### config.mk
export PLATFORM = sky130hd
export DESIGN_NAME = load_block
export DESIGN_NICKNAME = d
export VERILOG_FILES = /design/src/rtl/load_block.sv
export SDC_FILE = /design/constraint.sdc
export NUM_CORES = 1
export LEC_CHECK = 0
export CAP_MARGIN = 40
export CORE_UTILIZATION = 45
export DETAILED_ROUTE_END_ITERATION = 12
export DONT_BUFFER_PORTS = 1
export GPL_ROUTABILITY_DRIVEN = 0
export PLACE_DENSITY = 0.64
export SYNTH_ARGS = -nofsm -noshare
export SYNTH_HDL_FRONTEND = slang
export SYNTH_SLANG_ARGS = --single-unit
### constraint.sdc
create_clock -name clk -period 5.64 [get_ports clk]
set_input_delay 0 -clock clk [delete_from_list [all_inputs] [get_ports clk]]
set_output_delay 0 -clock clk [all_outputs]
set_load 0.05 [all_outputs]
### src/rtl/load_block.sv
// Load unit between the memory stage and the data-memory port: fetches one or two
// aligned words over req/ack, then extracts and sign/zero-extends LB/LH/LW/LBU/LHU.
module load_block (
    input  logic        clk,
    input  logic        rst,
    input  logic        start,
    input  logic [2:0]  funct3,
    input  logic [31:0] addr,
    output logic        mem_req,
    output logic [31:0] mem_addr,
    input  logic [31:0] mem_rdata,
    input  logic        mem_ack,
    output logic [31:0] data_out,
    output logic        done,
    output logic        busy,
    output logic        err
);

    typedef enum logic [1:0] {
        IDLE = 2'd0,
        REQ0 = 2'd1,
        REQ1 = 2'd2,
        FIN  = 2'd3
    } state_t;

    localparam logic [2:0] F3_LB  = 3'b000;
    localparam logic [2:0] F3_LH  = 3'b001;
    localparam logic [2:0] F3_LW  = 3'b010;
    localparam logic [2:0] F3_LBU = 3'b100;
    localparam logic [2:0] F3_LHU = 3'b101;

    state_t      r_state;
    logic [2:0]  r_funct3;
    logic [1:0]  r_off;
    logic [31:0] r_w0;
    logic [31:0] r_w1;
    logic        r_inv;
    logic        r_mem_req;
    logic [31:0] r_mem_addr;
    logic [31:0] r_data_out;
    logic        r_done;
    logic        r_busy;
    logic        r_err;
    logic        w_split;

    function automatic logic f_valid(input logic [2:0] f3);
        case (f3)
            F3_LB, F3_LH, F3_LW, F3_LBU, F3_LHU: f_valid = 1'b1;
            default:                             f_valid = 1'b0;
        endcase
    endfunction

    // Only called with a latched, valid funct3, so f3[1:0]==10 means LW.
    function automatic logic f_split(input logic [2:0] f3, input logic [1:0] off);
        f_split = ((f3[1:0] == 2'b01) && (off == 2'b11)) ||
                  ((f3[1:0] == 2'b10) && (off != 2'b00));
    endfunction

    function automatic logic [31:0] f_extract(input logic [2:0]  f3,
                                              input logic [1:0]  off,
                                              input logic [31:0] w0,
                                              input logic [31:0] w1);
        logic [63:0]        v;
        logic signed [7:0]  sb;
        logic signed [15:0] sh;
        v  = {w1, w0} >> {off, 3'b000};
        sb = v[7:0];
        sh = v[15:0];
        case (f3)
            F3_LB:   f_extract = 32'(sb);
            F3_LH:   f_extract = 32'(sh);
            F3_LBU:  f_extract = {24'd0, v[7:0]};
            F3_LHU:  f_extract = {16'd0, v[15:0]};
            default: f_extract = v[31:0];
        endcase
    endfunction

    assign w_split = f_split(r_funct3, r_off);

    always_ff @(posedge clk or posedge rst) begin
        if (rst) begin
            r_state    <= IDLE;
            r_funct3   <= 3'd0;
            r_off      <= 2'd0;
            r_w0       <= 32'd0;
            r_w1       <= 32'd0;
            r_inv      <= 1'b0;
            r_mem_req  <= 1'b0;
            r_mem_addr <= 32'd0;
            r_data_out <= 32'd0;
            r_done     <= 1'b0;
            r_busy     <= 1'b0;
            r_err      <= 1'b0;
        end else begin
            r_done <= 1'b0;
            r_err  <= 1'b0;
            case (r_state)
                IDLE: begin
                    if (start) begin
                        r_funct3 <= funct3;
                        r_off    <= addr[1:0];
                        r_w1     <= 32'd0;
                        r_busy   <= 1'b1;
                        if (f_valid(funct3)) begin
                            r_inv      <= 1'b0;
                            r_mem_req  <= 1'b1;
                            r_mem_addr <= {addr[31:2], 2'b00};
                            r_state    <= REQ0;
                        end else begin
                            r_inv   <= 1'b1;
                            r_state <= FIN;
                        end
                    end
                end
                REQ0: begin
                    if (mem_ack) begin
                        r_w0 <= mem_rdata;
                        if (w_split) begin
                            // Word address wraps naturally at the top of the 32-bit space.
                            r_mem_addr <= r_mem_addr + 32'd4;
                            r_state    <= REQ1;
                        end else begin
                            r_mem_req <= 1'b0;
                            r_state   <= FIN;
                        end
                    end
                end
                REQ1: begin
                    if (mem_ack) begin
                        r_w1      <= mem_rdata;
                        r_mem_req <= 1'b0;
                        r_state   <= FIN;
                    end
                end
                FIN: begin
                    r_done     <= 1'b1;
                    r_err      <= r_inv;
                    r_data_out <= r_inv ? 32'd0 : f_extract(r_funct3, r_off, r_w0, r_w1);
                    r_busy     <= 1'b0;
                    r_state    <= IDLE;
                end
                default: r_state <= IDLE;
            endcase
        end
    end

    assign mem_req  = r_mem_req;
    assign mem_addr = r_mem_addr;
    assign data_out = r_data_out;
    assign done     = r_done;
    assign busy     = r_busy;
    assign err      = r_err;

endmodule

==> results.sh <==
export IMPL_start_util_pct=46.3
export IMPL_synthMuxAreaShare_pct=15.7
export IMPL_worstHoldPathType="in2reg"
export IMPL_htree_levels=4
export IMPL_cts_sinks=130
export IMPL_via_count=5418
export IMPL_synth_top_family_by_area="compound AO/OA/AOI/OAI gates"
export IMPL_crit_path_end_kind="register"
export IMPL_rsz0062_at_grt="no"
export IMPL_drc=0
export IMPL_synth_most_common_cell="dfrtp_1"
export IMPL_netlist_area_mm2=0.00675
export IMPL_finalSetupTns_ns=0
export IMPL_viasPerCell=6.11
export IMPL_nets=764
export IMPL_cts_buffer_depth=2
export IMPL_synthAdderAreaFrac_pct=0.927
export IMPL_root_buffer="clkbuf_16"
export IMPL_fin_hold_ws_ns=0.0214
export IMPL_place_port_buffers=0
export IMPL_first_iter_violations=420
export IMPL_ys_top_cells_by_count="130 x dfrtp_1, 48 x inv_1, 47 x nand2_1"
export IMPL_die_h_um=124
export IMPL_synth_xor_area_share_pct=0
export IMPL_crit_fanout=90
export IMPL_final_setup_skew_ns=0.00924
export IMPL_finalHoldViolCount=0
export IMPL_synth_simple_area_share_pct=9.92
export IMPL_place_area_mm2=0.00690
export IMPL_synth_distinct_cells=51
export IMPL_fp_dieArea_mm2=0.0155
export IMPL_place_ws_ns=2.09
export IMPL_io_pins=139
export IMPL_yosys_area_top_type="dfrtp_1"
export IMPL_finalPower_mw=5.72
export IMPL_dr_pass1_iters=5
export IMPL_ant_nets=0
export IMPL_clkSlewWorstSetupHoldPaths_ns=0.06
export IMPL_synth_top_cell_area_share_pct=48.2
export IMPL_synth_ff_type="dfrtp_1"
export IMPL_crit_type="reg2reg"
export IMPL_yosysWarningCount=0
export IMPL_seq_area_mm2=0.00325
export IMPL_hpwl_mm=11.6
export IMPL_tritoncts="done"
export IMPL_core_area_mm2=0.0146
export IMPL_synth_edf_count=0
export IMPL_dp_cells=782
export IMPL_synth_seq_cells=130
export IMPL_fin_cells=887
export IMPL_overflow=0
export IMPL_synthCells=637
export IMPL_syn_to_final_growth_pct=21.7
export IMPL_rows=44
export IMPL_cp_required_ns=5.94
export IMPL_cts_buffers=17
export IMPL_track_usage_pct=23.5
export IMPL_synth_async_reset_ratio_pct=100
export IMPL_final_util_pct=56.3
export IMPL_netlist_top_cells_area="dfrtp_1 48%, mux2_2 7.7%, mux4_2 5.3%, o22ai_1 3.2%, a22o_1 3.1%"
export IMPL_setup_violations=0
export IMPL_routed_wl_mm=17.5
export IMPL_p_leak_nw=3.38
export IMPL_period_share_pct=64.1
export IMPL_n_fill_cell=1221
export IMPL_wire_per_inst_um=19.7
export IMPL_tightestPinTransition_ns=0.850
export IMPL_clk_latency_ns=0.42
export IMPL_power_density_mw_per_mm2=696
export IMPL_multi_input_area_mm2=0.00311
export IMPL_die_w_um=124
export IMPL_finalCriticalPeriod_ns=3.62
export IMPL_peakVddDrop_v=0.000298
export IMPL_grt_pass1_wl_mm=29.0
export IMPL_grt_max_degree=91
export IMPL_synth_compound_area_share_pct=19.4
export IMPL_status="complete, no violations"
export IMPL_fin_area_mm2=0.00822
export IMPL_drive_gt1_share_pct=16.4
export IMPL_start_kind="register"
export IMPL_setup_ws_ns=2.02
export IMPL_arrival_ns=3.92
export IMPL_maxCapViolCount=0
export IMPL_drv_slew=0
export IMPL_syn_avg_cell_area_um2=10.6
export IMPL_max_freq_mhz=277
export IMPL_ys_seq_area_share_pct=48.2
export IMPL_antenna_found_initial=2
export IMPL_slew_headroom_pct=43.3
export IMPL_first_global_vias=5469
path summary, 6_finish.rpt:
| kind | startpoint | endpoint | slack [ns] | depth (start not counted) |
|---|---|---|---|---|
| max in group asynchronous | rst | r_off[0]$_DFFE_PP0P_ | 4.10 | 4 |
| min in group asynchronous | rst | mem_addr[4]$_DFFE_PP0P_ | 0.54 | 3 |
| max | r_state[1]$_DFFE_PP0P_ | mem_addr[5]$_DFFE_PP0P_ | 2.02 | 9 |
| min | addr[31] | mem_addr[31]$_DFFE_PP0P_ | 0.02 | 4 |
| min reg2reg | r_w1[23]$_DFFE_PP0P_ | r_w1[23]$_DFFE_PP0P_ | 0.50 | 1 |
| max reg2reg | r_state[1]$_DFFE_PP0P_ | mem_addr[5]$_DFFE_PP0P_ | 2.02 | 9 |
report_power, final:
part | internal, mW | total (mW) | switching, mW
sequential | 1.35 | 2.47 | 1.11
clock | 0.664 | 1.12 | 0.451
combinational | 0.995 | 2.14 | 1.14
total | 3.01 | 5.72 | 2.71
final cells by class:
class	count	area share [%]
flip-flops and latches	130	39.6
multi-input cells	407	37.8
repair buffers	84	10.2
clock buffers	17	5.18
well taps	184	2.80
inverters	48	2.22
clock inverters	15	2.12
diodes	2	0.0609
critical path: stages, from the launching register on:
cell and delay (ns):
dfrtp_1 0.40, inv_1 0.13, ha_2 0.19, buf_4 0.63
nand2_1 0.13, buf_4 0.33, o22a_1 0.53, nor2_1 0.68
buf_4 0.37, a21oi_1 0.10
per-layer routing:
metal	GRT usage, %	routed length (um)	up-vias	share of wire, %
met5	0	0	-	0
met4	7.51	216	0	1.2
met3	6.83	1300	18	7.5
met2	36.9	8390	202	48
met1	31.2	7580	2702	43
li1	-	-	2496	-
cells by family after synthesis:
logic type,after synthesis
AO/OA/AOI/OAI,191
flip-flops,130
AND/OR/NAND/NOR,129
buffers and inverters,101
multiplexers,80
adder cells (fa/ha/maj),5
other,1
cells in the final DEF (no fill, tap or decap), drive strengths merged, types with 3 or more instances in the layout:
cell | synthesis | routed
a211oi | 16 | 16
a21oi | 32 | 32
a22o | 24 | 24
a2bb2oi | 14 | 14
a31oi | 12 | 12
and4 | 7 | 7
buf | 10 | 13
clkbuf | 43 | 17
clkinv | 0 | 4
dfrtp | 130 | 130
dlygate4sd3 | 0 | 71
ha | 5 | 5
inv | 48 | 55
mux2 | 46 | 46
mux2i | 18 | 18
mux4 | 16 | 16
nand2 | 47 | 47
nand2b | 5 | 5
nand3 | 19 | 19
nand3b | 3 | 3
nand4 | 15 | 15
nor2 | 15 | 15
nor2b | 3 | 3
nor3 | 4 | 4
o21ai | 27 | 27
o221ai | 16 | 16
o22ai | 34 | 34
o31ai | 3 | 3
repair_timing:
item	in CTS	in global routing
hold buffers	71	0
resized for setup	0	0
endpoints found under the hold margin	223	0
buffers inserted	0	0
registers in the layout, summed over array words and instances, names as in the netlist:
signal	cells
mem_addr	30
done	1
r_off	2
r_w1	24
r_funct3	3
r_state	2
data_out	32
r_w0	32
mem_req	1
r_inv	1
err	1
busy	1
No activity file was read; power rests on OpenSTA's default activity.
